<file path="src/rtl/pnr_pkg.sv">
// Shared types and width helpers for the PNR ADC role-switch sequencer.
package pnr_pkg;

   typedef enum logic [1:0] {
      PNR_SW_IDLE,
      PNR_SW_WAIT_QUIET,
      PNR_SW_BLANK
   } pnr_sw_state_e;

   // Width of a counter holding 0..n-1, never narrower than one bit.
   function automatic int unsigned pnr_cnt_w(input int unsigned n);
      return (n < 2) ? 1 : $clog2(n);
   endfunction

   localparam int unsigned PNR_QUIET_W   = pnr_cnt_w(16);
   localparam int unsigned PNR_SETTLE_W  = pnr_cnt_w(8);
   localparam int unsigned PNR_TIMEOUT_W = pnr_cnt_w(65535);

endpackage

</file>
<file path="src/rtl/pnr_down_counter.sv">
// Loadable down-counter with zero flag; holds at zero once reached.
module pnr_down_counter #(
   parameter int unsigned W = 4
) (
   input  logic         clk,
   input  logic         rst_n,
   input  logic         load,
   input  logic [W-1:0] load_val,
   input  logic         en,
   output logic         zero
);

   logic [W-1:0] cnt;

   always_ff @(posedge clk or negedge rst_n) begin
      if (!rst_n)                cnt <= '0;
      else if (load)             cnt <= load_val;
      else if (en && cnt != '0)  cnt <= cnt - 1'b1;
   end

   assign zero = (cnt == '0);

endmodule

</file>
<file path="src/rtl/pnr_source_switch_ctrl.sv">
// Applies CPU-requested ADC role changes only after PNR logic is quiet, then blanks while data settles.
// Optional forced switch after a wait timeout: define PNR_SWITCH_TIMEOUT_EN.
module pnr_source_switch_ctrl
   import pnr_pkg::*;
#(
   parameter int unsigned QUIET_CYC   = 16,
   parameter int unsigned SETTLE_CYC  = 8,
   parameter int unsigned TIMEOUT_CYC = 65535,
   parameter logic        RESET_SEL_A = 1'b1,
   parameter int unsigned CNT_W       = 16
) (
   input  logic             adc_clk_i,
   input  logic             adc_rstn_i,
   input  logic             cfg_sel_a_i,
   input  logic             busy_i,
   output logic             sel_a_o,
   output logic             blank_o,
   output logic             pending_o,
   output logic             done_o,
   output logic             forced_o,
   input  logic             clr_i,
   output logic [CNT_W-1:0] switch_cnt_o
);

   localparam int unsigned QW = pnr_cnt_w(QUIET_CYC);
   localparam int unsigned SW = pnr_cnt_w(SETTLE_CYC);

   pnr_sw_state_e state;
   logic [QW-1:0] quiet_cnt;
   logic          mismatch, quiet_hit, timeout_hit, enter_blank, settle_zero;

   assign mismatch    = (cfg_sel_a_i != sel_a_o);
   assign quiet_hit   = (state == PNR_SW_WAIT_QUIET) && !busy_i && (quiet_cnt == QW'(QUIET_CYC - 1));
   assign enter_blank = (state == PNR_SW_WAIT_QUIET) && mismatch && (quiet_hit || timeout_hit);

   // Loaded with SETTLE_CYC-1 on the switching edge so blank_o spans exactly SETTLE_CYC cycles.
   pnr_down_counter #(.W(SW)) u_settle (
      .clk      (adc_clk_i),
      .rst_n    (adc_rstn_i),
      .load     (enter_blank),
      .load_val (SW'(SETTLE_CYC - 1)),
      .en       (state == PNR_SW_BLANK),
      .zero     (settle_zero)
   );

`ifdef PNR_SWITCH_TIMEOUT_EN
   localparam int unsigned TW = pnr_cnt_w(TIMEOUT_CYC);
   logic to_zero;

   pnr_down_counter #(.W(TW)) u_timeout (
      .clk      (adc_clk_i),
      .rst_n    (adc_rstn_i),
      .load     ((state == PNR_SW_IDLE) && mismatch),
      .load_val (TW'(TIMEOUT_CYC - 1)),
      .en       (state == PNR_SW_WAIT_QUIET),
      .zero     (to_zero)
   );

   assign timeout_hit = (state == PNR_SW_WAIT_QUIET) && to_zero;
`else
   logic unused_timeout;
   assign unused_timeout = (TIMEOUT_CYC == 0);
   assign timeout_hit    = 1'b0;
`endif

   always_ff @(posedge adc_clk_i or negedge adc_rstn_i) begin
      if (!adc_rstn_i) begin
         state        <= PNR_SW_IDLE;
         quiet_cnt    <= '0;
         sel_a_o      <= RESET_SEL_A;
         blank_o      <= 1'b0;
         pending_o    <= 1'b0;
         done_o       <= 1'b0;
         forced_o     <= 1'b0;
         switch_cnt_o <= '0;
      end else begin
         done_o <= 1'b0;
         case (state)
            PNR_SW_IDLE: begin
               if (mismatch) begin
                  state     <= PNR_SW_WAIT_QUIET;
                  pending_o <= 1'b1;
                  quiet_cnt <= '0;
               end
            end
            PNR_SW_WAIT_QUIET: begin
               if (!mismatch) begin
                  state     <= PNR_SW_IDLE;
                  pending_o <= 1'b0;
               end else if (enter_blank) begin
                  state   <= PNR_SW_BLANK;
                  sel_a_o <= cfg_sel_a_i;
                  blank_o <= 1'b1;
                  if (!quiet_hit) forced_o <= 1'b1;
               end else begin
                  quiet_cnt <= busy_i ? '0 : quiet_cnt + 1'b1;
               end
            end
            PNR_SW_BLANK: begin
               if (settle_zero) begin
                  state     <= PNR_SW_IDLE;
                  blank_o   <= 1'b0;
                  pending_o <= 1'b0;
                  done_o    <= 1'b1;
                  if (switch_cnt_o != '1) switch_cnt_o <= switch_cnt_o + 1'b1;
               end
            end
            default: state <= PNR_SW_IDLE;
         endcase
         // Clear takes priority over a completion on the same edge.
         if (clr_i) begin
            forced_o     <= 1'b0;
            switch_cnt_o <= '0;
         end
      end
   end

endmodule

</file>
<file path="config.mk">
export PLATFORM = sky130hd
export DESIGN_NAME = pnr_source_switch_ctrl
export DESIGN_NICKNAME = d
export VERILOG_FILES = /design/src/rtl/pnr_pkg.sv /design/src/rtl/pnr_down_counter.sv /design/src/rtl/pnr_source_switch_ctrl.sv
export SDC_FILE = /design/constraint.sdc
export NUM_CORES = 1
export LEC_CHECK = 0
export CORE_MARGIN = 4
export CORE_UTILIZATION = 57
export DETAILED_ROUTE_END_ITERATION = 8
export PLACE_DENSITY_LB_ADDON = 0.2
export SETUP_SLACK_MARGIN = 0.02
export SYNTH_ARGS = -nofsm -noshare
export SYNTH_HDL_FRONTEND = slang
export SYNTH_SLANG_ARGS = --single-unit
</file>
<file path="constraint.sdc">
create_clock -name adc_clk_i -period 4.4 [get_ports adc_clk_i]
set_input_delay 0.88 -clock adc_clk_i [delete_from_list [all_inputs] [get_ports adc_clk_i]]
set_output_delay 0.88 -clock adc_clk_i [all_outputs]
set_load 0.01 [all_outputs]
</file>
# Yosys cells after proc, flatten, opt, wreduce, memory -nomap -nowiden
# Cells that the tools add are included.
# word_totals
register_bits	30
# op_classes
add_sub_neg	3
eq_ne	13
mux	30
n_reduce_logical	26
# ops
cell	count
2-to-1 mux 16 bit	4
nonzero test 2 bit	9
adder 16 x 1 -> 16 bit (second input constant)	1
2-to-1 mux 4 bit	4
!= test 16 bit (second input constant)	1
AND reduction 4 bit	4
!= test 2 bit (second input constant)	7
2-to-1 mux 1 bit	12
AND reduction 3 bit	3
2-to-1 mux 2 bit	4
case mux 4 bit (2 select lines)	1
2-to-1 mux 3 bit	2
case mux 2 bit (3 select lines)	1
nonzero test 3 bit	2
logical AND 1 bit	5
adder 4 x 1 -> 4 bit (second input constant)	1
== test 4 bit (second input constant)	1
logical NOT 3 bit	1
!= test 3 bit (second input constant)	1
case mux 1 bit (3 select lines)	1
subtractor 3 x 1 -> 3 bit (second input constant)	1
== test 2 x 1 -> 1 bit (second input constant)	1
== test 2 bit (second input constant)	1
logical NOT 2 bit	1
3 further kinds	3

# Depth between registers and ports, before layout
# Gate-level depths: netlist of run 1.
# depth
depth_word	8
ltp_mapped	8

# Cells and area by module
# From an unflattened synthesis of run 1, not the netlist that was laid out.
# hier_totals
hier_cells	175
hier_area_um2	1711.6
# modules_own_cells
module	n_inst	cells_per_inst	area_per_inst_um2	seq_area_each_um2
pnr_source_switch_ctrl	1	156	1503.9	676.9
pnr_down_counter	1	19	207.7	75.1

# Least setup slack after synthesis of run 1
# OpenSTA, ideal clock, no wires.
# synth_path
path_type	register -> register
start	reg u_settle.cnt[0]
end	reg switch_cnt_o[15]
setup_time_ps	78
arrival_time_ps	1830
t_required_ps	4322
path_slack_ps	2492
path_stages_with_launch	8
synth_period_minus_slack_ps	1908
path_cell_list	dfrtp_1 -> inv_1 -> ha_1 -> ha_1 -> nand4_1 -> a311o_1 -> or4_1 -> a21oi_1
# synth_via
elab_chain_cells	3
# synth_rtl
element	line_no	rtl
from (decl)	pnr_down_counter.sv:13	logic [W-1:0] cnt;
from (signal assigned)	pnr_down_counter.sv:17	else if (load) cnt <= load_val;
from (signal assigned)	pnr_down_counter.sv:18	else if (en && cnt != '0) cnt <= cnt - 1'b1;
logical NOT 3 bit	pnr_down_counter.sv:21	assign zero = (cnt == '0);
nonzero test 2 bit (no source line)	-	
AND reduction 3 bit (no source line)	-	
to (signal assigned)	pnr_source_switch_ctrl.sv:105	if (switch_cnt_o != '1) switch_cnt_o <= switch_cnt_o + 1'b1;
to (decl)	pnr_source_switch_ctrl.sv:22	output logic [CNT_W-1:0] switch_cnt_o
# Every way passes these cells.
# A chain may end at the register's enable or synchronous reset.

# Worst setup path in the final report of run 1
# layout_path
start	reg sel_a_o
end	out sel_a_o
# layout_lines
element	line_no	rtl
from (decl)	pnr_source_switch_ctrl.sv:16	output logic sel_a_o,
from (signal assigned)	pnr_source_switch_ctrl.sv:92	sel_a_o <= cfg_sel_a_i;
# No word-level cell between the ends.

==> results of run 1 <==
-- cells by family (layout without fill, tap and decap cells) --
kind of cell / after synthesis / after routing
simple gates: 64 / 64
flops: 30 / 30
mux: 9 / 9
xor+xnor: 3 / 3
compound gates: 37 / 37
fa+ha+maj: 9 / 9
buf+inv: 16 / 47
-- layer usage --
layer / vias to the layer above / part of all wire / global-route usage
met2: 45 / 0.52 / 0.386
li1: 682 / - / -
met4: 0 / 0.016 / 0.0818
met5: - / 0 / 0
met1: 696 / 0.41 / 0.252
met3: 6 / 0.057 / 0.0755
-- power by group --
group / internal [W] / leakage (nW) / total, W / switching, W
combinational: 0.0000530 / 0.435 / 0.000121 / 0.0000679
sequential: 0.000293 / 0.394 / 0.000310 / 0.0000163
clock: 0.0000635 / 0.0265 / 0.000159 / 0.0000955
total: 0.000410 / 0.856 / 0.000590 / 0.000180
-- final cells by class --
class / instances / area share
Inverter: 12 / 0.0228
Multi-Input combinational cell: 122 / 0.419
Clock buffer: 8 / 0.0247
Sequential cell: 30 / 0.380
Tap cell: 31 / 0.0196
Timing Repair Buffer: 27 / 0.134
-- worst max path at each step --
stage	startpoint	end	slack, ns	cells past startpoint
after floorplan	u_settle.cnt[0]$_DFFE_PN0P_	switch_cnt_o[15]$_DFFE_PN0P_	2.49	7
after global placement	cfg_sel_a_i	quiet_cnt[3]$_DFFE_PN0P_	1.94	5
after detailed placement	cfg_sel_a_i	quiet_cnt[3]$_DFFE_PN0P_	1.84	5
after CTS	sel_a_o$_DFFE_PN1P_	sel_a_o	2.06	1
after global routing	sel_a_o$_DFFE_PN1P_	sel_a_o	2.02	1
final	sel_a_o$_DFFE_PN1P_	sel_a_o	2.07	1
-- per-stage QoR --
step | instance area (sq um) | util | hold slack (ns) | std cells
2_1_floorplan | 1640 | - | 0.478 | 168
3_3_place_gp | 1930 | 0.700 | 0.482 | 222
3_5_place_dp | 1930 | 0.700 | 0.502 | 222
4_1_cts | 1980 | 0.717 | 0.524 | 230
5_1_grt | 1980 | 0.717 | 0.551 | 230
6_report | 1980 | 0.717 | 0.515 | 230
-- cell usage in the layout (no fill, tap or decap), drive strengths merged, types with 3 or more instances in the layout --
cell	synthesis	layout
inv	12	12
mux2i	5	5
mux2	4	4
or4	4	4
and4	3	3
or3	5	5
nand2	12	12
nand4	8	8
nand3	7	7
nand2b	3	3
dfrtp	29	29
o21ai	9	9
o31ai	3	3
clkbuf	3	8
ha	9	9
a21oi	10	10
nor3	3	3
clkdlybuf4s50	0	25
nor2	7	7
nor2b	5	5
o21a	3	3
-- state kept, by name, summed over array words and instances, names as in the netlist --
name / cells
done_o: 1
pending_o: 1
quiet_cnt: 4
switch_cnt_o: 16
sel_a_o: 1
state: 2
blank_o: 1
forced_o: 1
u_settle.cnt: 3
==> impl_metrics.prom, run 1 <==
# TYPE chip_impl_metric gauge
chip_impl_info{name="run_status",value="finished clean"} 1
chip_impl_metric{name="place.port_buffers",unit=""} 25
chip_impl_metric{name="insertion_delay",unit="ns"} 0.34
chip_impl_metric{name="relSlewSlack",unit=""} 0.542
chip_impl_metric{name="maxSlewViolCount",unit=""} 0
chip_impl_metric{name="vdd.ir_drop.worst",unit="mV"} 0.283
chip_impl_metric{name="htree_levels",unit=""} 2
chip_impl_metric{name="vias",unit=""} 1429
chip_impl_metric{name="wire_length_of_the_first_global_routing_pass",unit="um"} 6190
chip_impl_metric{name="syn_nets",unit=""} 182
chip_impl_metric{name="max_stage_delay_on_crit_path",unit="ns"} 0.57
chip_impl_metric{name="synth.cell_area",unit="sq um"} 1640
chip_impl_metric{name="postCtsSetupRepairBufs",unit=""} 0
chip_impl_info{name="worst_setup_path_class",value="reg2out"} 1
chip_impl_metric{name="worstMarginPinSlew",unit="ns"} 0.685
chip_impl_metric{name="multi_input_comb_area",unit="sq um"} 828
chip_impl_metric{name="layout-drive-gt1-share",unit=""} 0.0653
chip_impl_metric{name="cts.path.max_buffers",unit=""} 2
chip_impl_metric{name="pre_cts_ws",unit="ns"} 1.84
chip_impl_metric{name="maxCapViolCount",unit=""} 0
chip_impl_metric{name="fin_total_pwr",unit="W"} 0.000590
chip_impl_metric{name="syn_avg_cell_area",unit="sq um"} 9.77
chip_impl_metric{name="hold_violations",unit=""} 0
chip_impl_info{name="main_combinational_cell_family_by_area_after_synthesis",value="simple AND/OR/NAND/NOR gates"} 1
chip_impl_metric{name="hold_buffers",unit=""} 0
chip_impl_info{name="crit_path_cell_trace",value="clkdlybuf4s50_1"} 1
chip_impl_metric{name="num_antenna_cells",unit=""} 0
chip_impl_metric{name="worst_slack",unit="ns"} 2.07
chip_impl_metric{name="post_synth_fa_ha_maj_area_fraction",unit=""} 0.0686
chip_impl_metric{name="groute.usage.overall",unit=""} 0.222
chip_impl_metric{name="row_count",unit=""} 19
chip_impl_metric{name="max_freq",unit="GHz"} 0.429
chip_impl_metric{name="totalNegativeSetupSlack",unit="ns"} 0
chip_impl_metric{name="area_taken_by_flip_flops_and_latches",unit="sq um"} 752
chip_impl_metric{name="synth_compound_area_frac",unit=""} 0.146
chip_impl_metric{name="drt_first_iter_violations",unit=""} 76
chip_impl_info{name="timing.rr.start",value="u_settle.cnt[0]$_DFFE_PN0P_"} 1
chip_impl_metric{name="finalWirelength",unit="um"} 3600
chip_impl_metric{name="clock_skew",unit="ns"} 0.0108
chip_impl_metric{name="synthMuxAreaShare",unit=""} 0.0579
chip_impl_metric{name="synth-seq-cells",unit=""} 30
chip_impl_info{name="min-delay-path-class",value="reg2reg"} 1
chip_impl_metric{name="asyncSetResetFlopFracSynth",unit=""} 1.00
chip_impl_metric{name="die-width",unit="um"} 61.7
chip_impl_metric{name="cts_resized",unit=""} 0
chip_impl_info{name="worst_setup_path_start_kind",value="flip-flop"} 1
chip_impl_info{name="worst_setup_path_end_kind",value="primary output"} 1
chip_impl_metric{name="synthXorXnorAreaFrac",unit=""} 0.0160
chip_impl_metric{name="whs_path_depth",unit=""} 1
chip_impl_metric{name="core-area",unit="sq um"} 2760
chip_impl_metric{name="worstRegToRegCells",unit=""} 7
chip_impl_metric{name="yosys.cell_types.count",unit=""} 40
chip_impl_metric{name="cts-buffers-inserted",unit=""} 5
chip_impl_info{name="synthMostInstantiatedCell",value="sky130_fd_sc_hd__dfrtp_1"} 1
chip_impl_metric{name="final_critical_delay_including_setup_and_external_delays",unit="ns"} 2.33
chip_impl_info{name="post-synth-top-area-cell",value="sky130_fd_sc_hd__dfrtp_1"} 1
chip_impl_metric{name="area_growth",unit="%"} 20.5
chip_impl_metric{name="gpl.final_weighted_congestion",unit=""} 0.844
chip_impl_metric{name="drtPass1Iterations",unit=""} 4
chip_impl_info{name="worstHoldStart",value="forced_o$_DFFE_PN0P_"} 1
chip_impl_metric{name="final_net_count",unit=""} 212
chip_impl_info{name="r2r-end",value="switch_cnt_o[13]$_DFFE_PN0P_"} 1
chip_impl_metric{name="detailed_place_hpwl",unit="um"} 2600
chip_impl_metric{name="initial_utilization",unit=""} 0.595
chip_impl_metric{name="synth-simple-area-share",unit=""} 0.216
chip_impl_metric{name="post_syn_instances",unit=""} 168
chip_impl_metric{name="ant_nets",unit=""} 0
chip_impl_metric{name="timing.final.setup_violations",unit=""} 0
chip_impl_metric{name="yosysWarnings",unit=""} 0
chip_impl_info{name="ys.flop_type",value="sky130_fd_sc_hd__dfrtp_1"} 1
chip_impl_metric{name="antenna_found_initial",unit=""} 0
chip_impl_metric{name="grt_max_degree",unit=""} 31
chip_impl_info{name="min_to",value="forced_o$_DFFE_PN0P_"} 1
chip_impl_metric{name="share_of_the_synthesized_area_in_the_top_cell_type",unit=""} 0.442
chip_impl_metric{name="clk_pin_slew_worst_paths",unit="ns"} 0.08
chip_impl_info{name="netlist_top_cells_area",value="sky130_fd_sc_hd__dfrtp_1 (44%), sky130_fd_sc_hd__ha_1 (6.9%), sky130_fd_sc_hd__a21oi_1 (3.0%), sky130_fd_sc_hd__mux2i_1 (3.0%), sky130_fd_sc_hd__nand4_1 (3.0%)"} 1
chip_impl_metric{name="fillers",unit=""} 204
chip_impl_metric{name="cts_num_sinks",unit=""} 30
chip_impl_metric{name="grt_pass1_vias",unit=""} 1421
chip_impl_metric{name="period_share",unit=""} 0.529
chip_impl_metric{name="drcViolationCount",unit=""} 0
chip_impl_metric{name="timing.critical_path.arrival",unit="ns"} 1.45
chip_impl_metric{name="design.die.area",unit="sq um"} 3800
chip_impl_metric{name="crit_buf_inv",unit=""} 1
chip_impl_metric{name="gr-total-overflow",unit=""} 0
chip_impl_metric{name="cellLeakagePower",unit="nW"} 0.856
chip_impl_metric{name="timing.critical_path.required",unit="ns"} 3.52
chip_impl_info{name="slowest_stage",value="sky130_fd_sc_hd__dfstp_2"} 1
chip_impl_info{name="cts_tree",value="built"} 1
chip_impl_metric{name="synth_seq_area_share",unit=""} 0.458
chip_impl_metric{name="io_pins",unit=""} 26
chip_impl_info{name="synth_common_cells",value="sky130_fd_sc_hd__dfrtp_1 (29), sky130_fd_sc_hd__inv_1 (12), sky130_fd_sc_hd__nand2_1 (12)"} 1
chip_impl_metric{name="critical_path_peak_fanout",unit=""} 4
chip_impl_metric{name="drt-vias-per-instance",unit=""} 6.21
chip_impl_metric{name="power_per_cell_area",unit="nW/um^2"} 298
chip_impl_metric{name="synth-edff-count",unit=""} 0
chip_impl_metric{name="die_height",unit="um"} 61.7
chip_impl_info{name="ctsRootBufferMaster",value="sky130_fd_sc_hd__clkbuf_4"} 1
chip_impl_info{name="critical_path.top_delay_family",value="flip-flops"} 1
chip_impl_metric{name="r2r_slack",unit="ns"} 2.25
chip_impl_info{name="rsz0062_at_grt",value="false"} 1
chip_impl_metric{name="average_wire_per_standard_cell",unit="um"} 15.7
Power figures use the tool's default switching activity.
==> run 2: changes to the inputs <==
- CORE_UTILIZATION: 57 -> 53
- clock period: 4.4 -> 2.3 ns (I/O delays scaled with it)
==> run 2 against run 1 <==
Net effect: global-route usage decreased by 2.6 points; worst setup slack got worse by 1.9 ns; register-to-register slack got worse by 2.0 ns; via count about the same; worst hold slack got worse by 0.014 ns; critical path depth increased by 6; utilization decreased by 1.1 points; sequential share of layout area decreased by 0.71 points; sequential cell count unchanged; cell area increased by 1.9%; highest routed layer unchanged.
==> impl_metrics.prom, run 2 (synthesis gave the netlist of run 1 again) <==
# TYPE chip_impl_metric gauge
chip_impl_metric{name="io_pins",unit=""} 26
chip_impl_metric{name="detailed_place_hpwl",unit="um"} 2650
chip_impl_metric{name="crit_buf_inv",unit=""} 1
chip_impl_info{name="reg_top3",value="switch_cnt_o: 16 flops, quiet_cnt: 4 flops, u_settle.cnt: 3 flops"} 1
chip_impl_info{name="most_prevalent_standard_cell_on_the_critical_path",value="sky130_fd_sc_hd__ha_1"} 1
chip_impl_metric{name="max_freq",unit="GHz"} 0.479
chip_impl_metric{name="largest_reg_flops",unit=""} 16
chip_impl_metric{name="worstMarginPinSlew",unit="ns"} 0.471
chip_impl_metric{name="power.sequential.fraction",unit=""} 0.508
chip_impl_metric{name="core-area",unit="sq um"} 2850
chip_impl_metric{name="maxSlewViolCount",unit=""} 0
chip_impl_metric{name="design.die.area",unit="sq um"} 4050
chip_impl_metric{name="grt_max_degree",unit=""} 31
chip_impl_metric{name="vias",unit=""} 1428
chip_impl_metric{name="area_growth",unit="%"} 22.8
chip_impl_info{name="critical_path.top_delay_family",value="simple AND/OR/NAND/NOR gates"} 1
chip_impl_metric{name="antenna_found_initial",unit=""} 0
chip_impl_metric{name="clock_power_share",unit=""} 0.293
chip_impl_info{name="rsz0062_at_grt",value="false"} 1
chip_impl_metric{name="finalHoldWorstSlack",unit="ns"} 0.501
chip_impl_metric{name="insertion_delay",unit="ns"} 0.34
chip_impl_metric{name="power_per_cell_area",unit="nW/um^2"} 575
chip_impl_metric{name="clk_pin_slew_worst_paths",unit="ns"} 0.10
chip_impl_info{name="regMostFlops",value="switch_cnt_o"} 1
chip_impl_info{name="run_status",value="finished clean"} 1
chip_impl_metric{name="placedInstanceArea",unit="sq um"} 1950
chip_impl_metric{name="cts.path.max_buffers",unit=""} 2
chip_impl_metric{name="average_wire_per_standard_cell",unit="um"} 15.1
chip_impl_metric{name="htree_levels",unit=""} 2
chip_impl_metric{name="cp_num_cells",unit=""} 7
chip_impl_metric{name="layout-drive-gt1-share",unit=""} 0.0941
chip_impl_metric{name="cts_resized",unit=""} 0
chip_impl_info{name="cts_tree",value="built"} 1
chip_impl_info{name="worst_setup_path_start_kind",value="flip-flop"} 1
chip_impl_metric{name="critical_path_peak_fanout",unit=""} 5
chip_impl_metric{name="cts-buffers-inserted",unit=""} 5
chip_impl_metric{name="worst_slack",unit="ns"} 0.211
chip_impl_metric{name="place.port_buffers",unit=""} 25
chip_impl_metric{name="drt_first_iter_violations",unit=""} 67
chip_impl_metric{name="die-width",unit="um"} 63.7
chip_impl_metric{name="use_met3",unit=""} 0.0533
chip_impl_metric{name="pre_cts_ws",unit="ns"} 0.212
chip_impl_metric{name="share_comb_of_total_power",unit=""} 0.199
chip_impl_info{name="worst_setup_path_end_kind",value="flip-flop"} 1
chip_impl_metric{name="cts_num_sinks",unit=""} 30
chip_impl_metric{name="finalInstanceArea",unit="sq um"} 2020
chip_impl_metric{name="timing.critical_path.required",unit="ns"} 2.57
chip_impl_info{name="min-delay-path-class",value="in2async"} 1
chip_impl_metric{name="wire_length_of_the_first_global_routing_pass",unit="um"} 6310
chip_impl_metric{name="vdd.ir_drop.worst",unit="mV"} 0.399
chip_impl_metric{name="final_net_count",unit=""} 215
chip_impl_metric{name="drt-vias-per-instance",unit=""} 6.13
chip_impl_metric{name="hold_violations",unit=""} 0
chip_impl_info{name="global_route.peak_usage_layer",value="met2"} 1
chip_impl_metric{name="hold_buffers",unit=""} 0
chip_impl_metric{name="ant_nets",unit=""} 0
chip_impl_metric{name="worstRegToRegCells",unit=""} 7
chip_impl_metric{name="grt_pass1_vias",unit=""} 1431
chip_impl_metric{name="drtPass1Iterations",unit=""} 4
chip_impl_metric{name="drcViolationCount",unit=""} 0
chip_impl_metric{name="die_height",unit="um"} 63.7
chip_impl_info{name="most-common-layout-cells",value="sky130_fd_sc_hd__dfrtp_1 (29), sky130_fd_sc_hd__clkdlybuf4s50_1 (25), sky130_fd_sc_hd__inv_1 (12), sky130_fd_sc_hd__nand2_1 (12), sky130_fd_sc_hd__a21oi_1 (10)"} 1
chip_impl_metric{name="postCtsSetupRepairBufs",unit=""} 0
chip_impl_metric{name="period_share",unit=""} 0.908
chip_impl_metric{name="power_report.internal_total",unit="W"} 0.000816
chip_impl_metric{name="maxCapViolCount",unit=""} 0
chip_impl_metric{name="final_critical_delay_including_setup_and_external_delays",unit="ns"} 2.09
chip_impl_metric{name="relSlewSlack",unit=""} 0.685
chip_impl_metric{name="switching_power",unit="W"} 0.000342
chip_impl_metric{name="finalWirelength",unit="um"} 3520
chip_impl_metric{name="totalNegativeSetupSlack",unit="ns"} 0
chip_impl_metric{name="gpl.final_weighted_congestion",unit=""} 0.848
chip_impl_metric{name="p_sw_frac",unit=""} 0.296
chip_impl_info{name="crit_path_cell_trace",value="inv_1, ha_1, ha_1, nand4_1, a311o_1, or4_1, a21oi_1"} 1
chip_impl_metric{name="row_count",unit=""} 19
chip_impl_info{name="worst_setup_path_class",value="reg2reg"} 1
chip_impl_info{name="most_frequent_standard_cell_in_the_layout_excluding_fill_and_tap_cells",value="sky130_fd_sc_hd__dfrtp_1"} 1
chip_impl_metric{name="initial_utilization",unit=""} 0.575
chip_impl_metric{name="max_stage_delay_on_crit_path",unit="ns"} 0.48
chip_impl_metric{name="clock_skew",unit="ns"} 0.00660
chip_impl_metric{name="grtUsageMet2",unit=""} 0.327
chip_impl_metric{name="num_antenna_cells",unit=""} 0
chip_impl_info{name="ctsRootBufferMaster",value="sky130_fd_sc_hd__clkbuf_4"} 1
chip_impl_metric{name="timing.critical_path.arrival",unit="ns"} 2.36
chip_impl_metric{name="final_core_util",unit=""} 0.707
chip_impl_info{name="slowest_stage",value="sky130_fd_sc_hd__or4_1"} 1
chip_impl_metric{name="gr-total-overflow",unit=""} 0
chip_impl_metric{name="groute.usage.overall",unit=""} 0.196
chip_impl_metric{name="grt_util_met1",unit=""} 0.244
chip_impl_metric{name="timing.final.setup_violations",unit=""} 0
chip_impl_metric{name="cellLeakagePower",unit="nW"} 0.878
run 2: power by group through the flow:
stage	logic [W]	clock network [W]	registers, W
6_report	0.000230	0.000339	0.000589
5_1_grt	0.000267	0.000374	0.000596
4_1_cts	0.000235	0.000350	0.000590
3_5_place_dp	0.000234	0	0.000600
3_3_place_gp	0.000223	0	0.000597
2_1_floorplan	0.000149	0	0.000599
run 2: metrics by stage:
step / total power (W) / std cells
3_5_place_dp: 0.000834 / 225
6_report: 0.00116 / 233
3_3_place_gp: 0.000820 / 225
2_1_floorplan: 0.000749 / 168
5_1_grt: 0.00124 / 233
4_1_cts: 0.00118 / 233
run 2: worst paths after layout:
kind / start / to / slack, ns
worst max-delay path: u_settle.cnt[0]$_DFFE_PN0P_ / switch_cnt_o[15]$_DFFE_PN0P_ / 0.21
worst min-delay path: adc_rstn_i / switch_cnt_o[3]$_DFFE_PN0P_ / 0.50
worst max register to register: u_settle.cnt[0]$_DFFE_PN0P_ / switch_cnt_o[15]$_DFFE_PN0P_ / 0.21
worst min register to register: quiet_cnt[0]$_DFFE_PN0P_ / quiet_cnt[0]$_DFFE_PN0P_ / 0.52
max in group asynchronous: adc_rstn_i / sel_a_o$_DFFE_PN1P_ / 1.48
min in group adc_clk_i: quiet_cnt[0]$_DFFE_PN0P_ / quiet_cnt[0]$_DFFE_PN0P_ / 0.52
run 2: metal layers:
layer	part of all wire	vias up
met5	0	-
met4	0.014	0
met3	0.038	6
met2	0.47	26
met1	0.47	710
li1	-	686
run 2: cell type report:
class | instances | area (sq um)
tap | 31 | 38.8
clock buffer | 6 | 51.3
multi-input combinational | 122 | 828
inverter | 12 | 45.0
fill | 218 | 837
sequential | 30 | 752
clock inverter | 2 | 12.5
timing repair buffer | 30 | 288
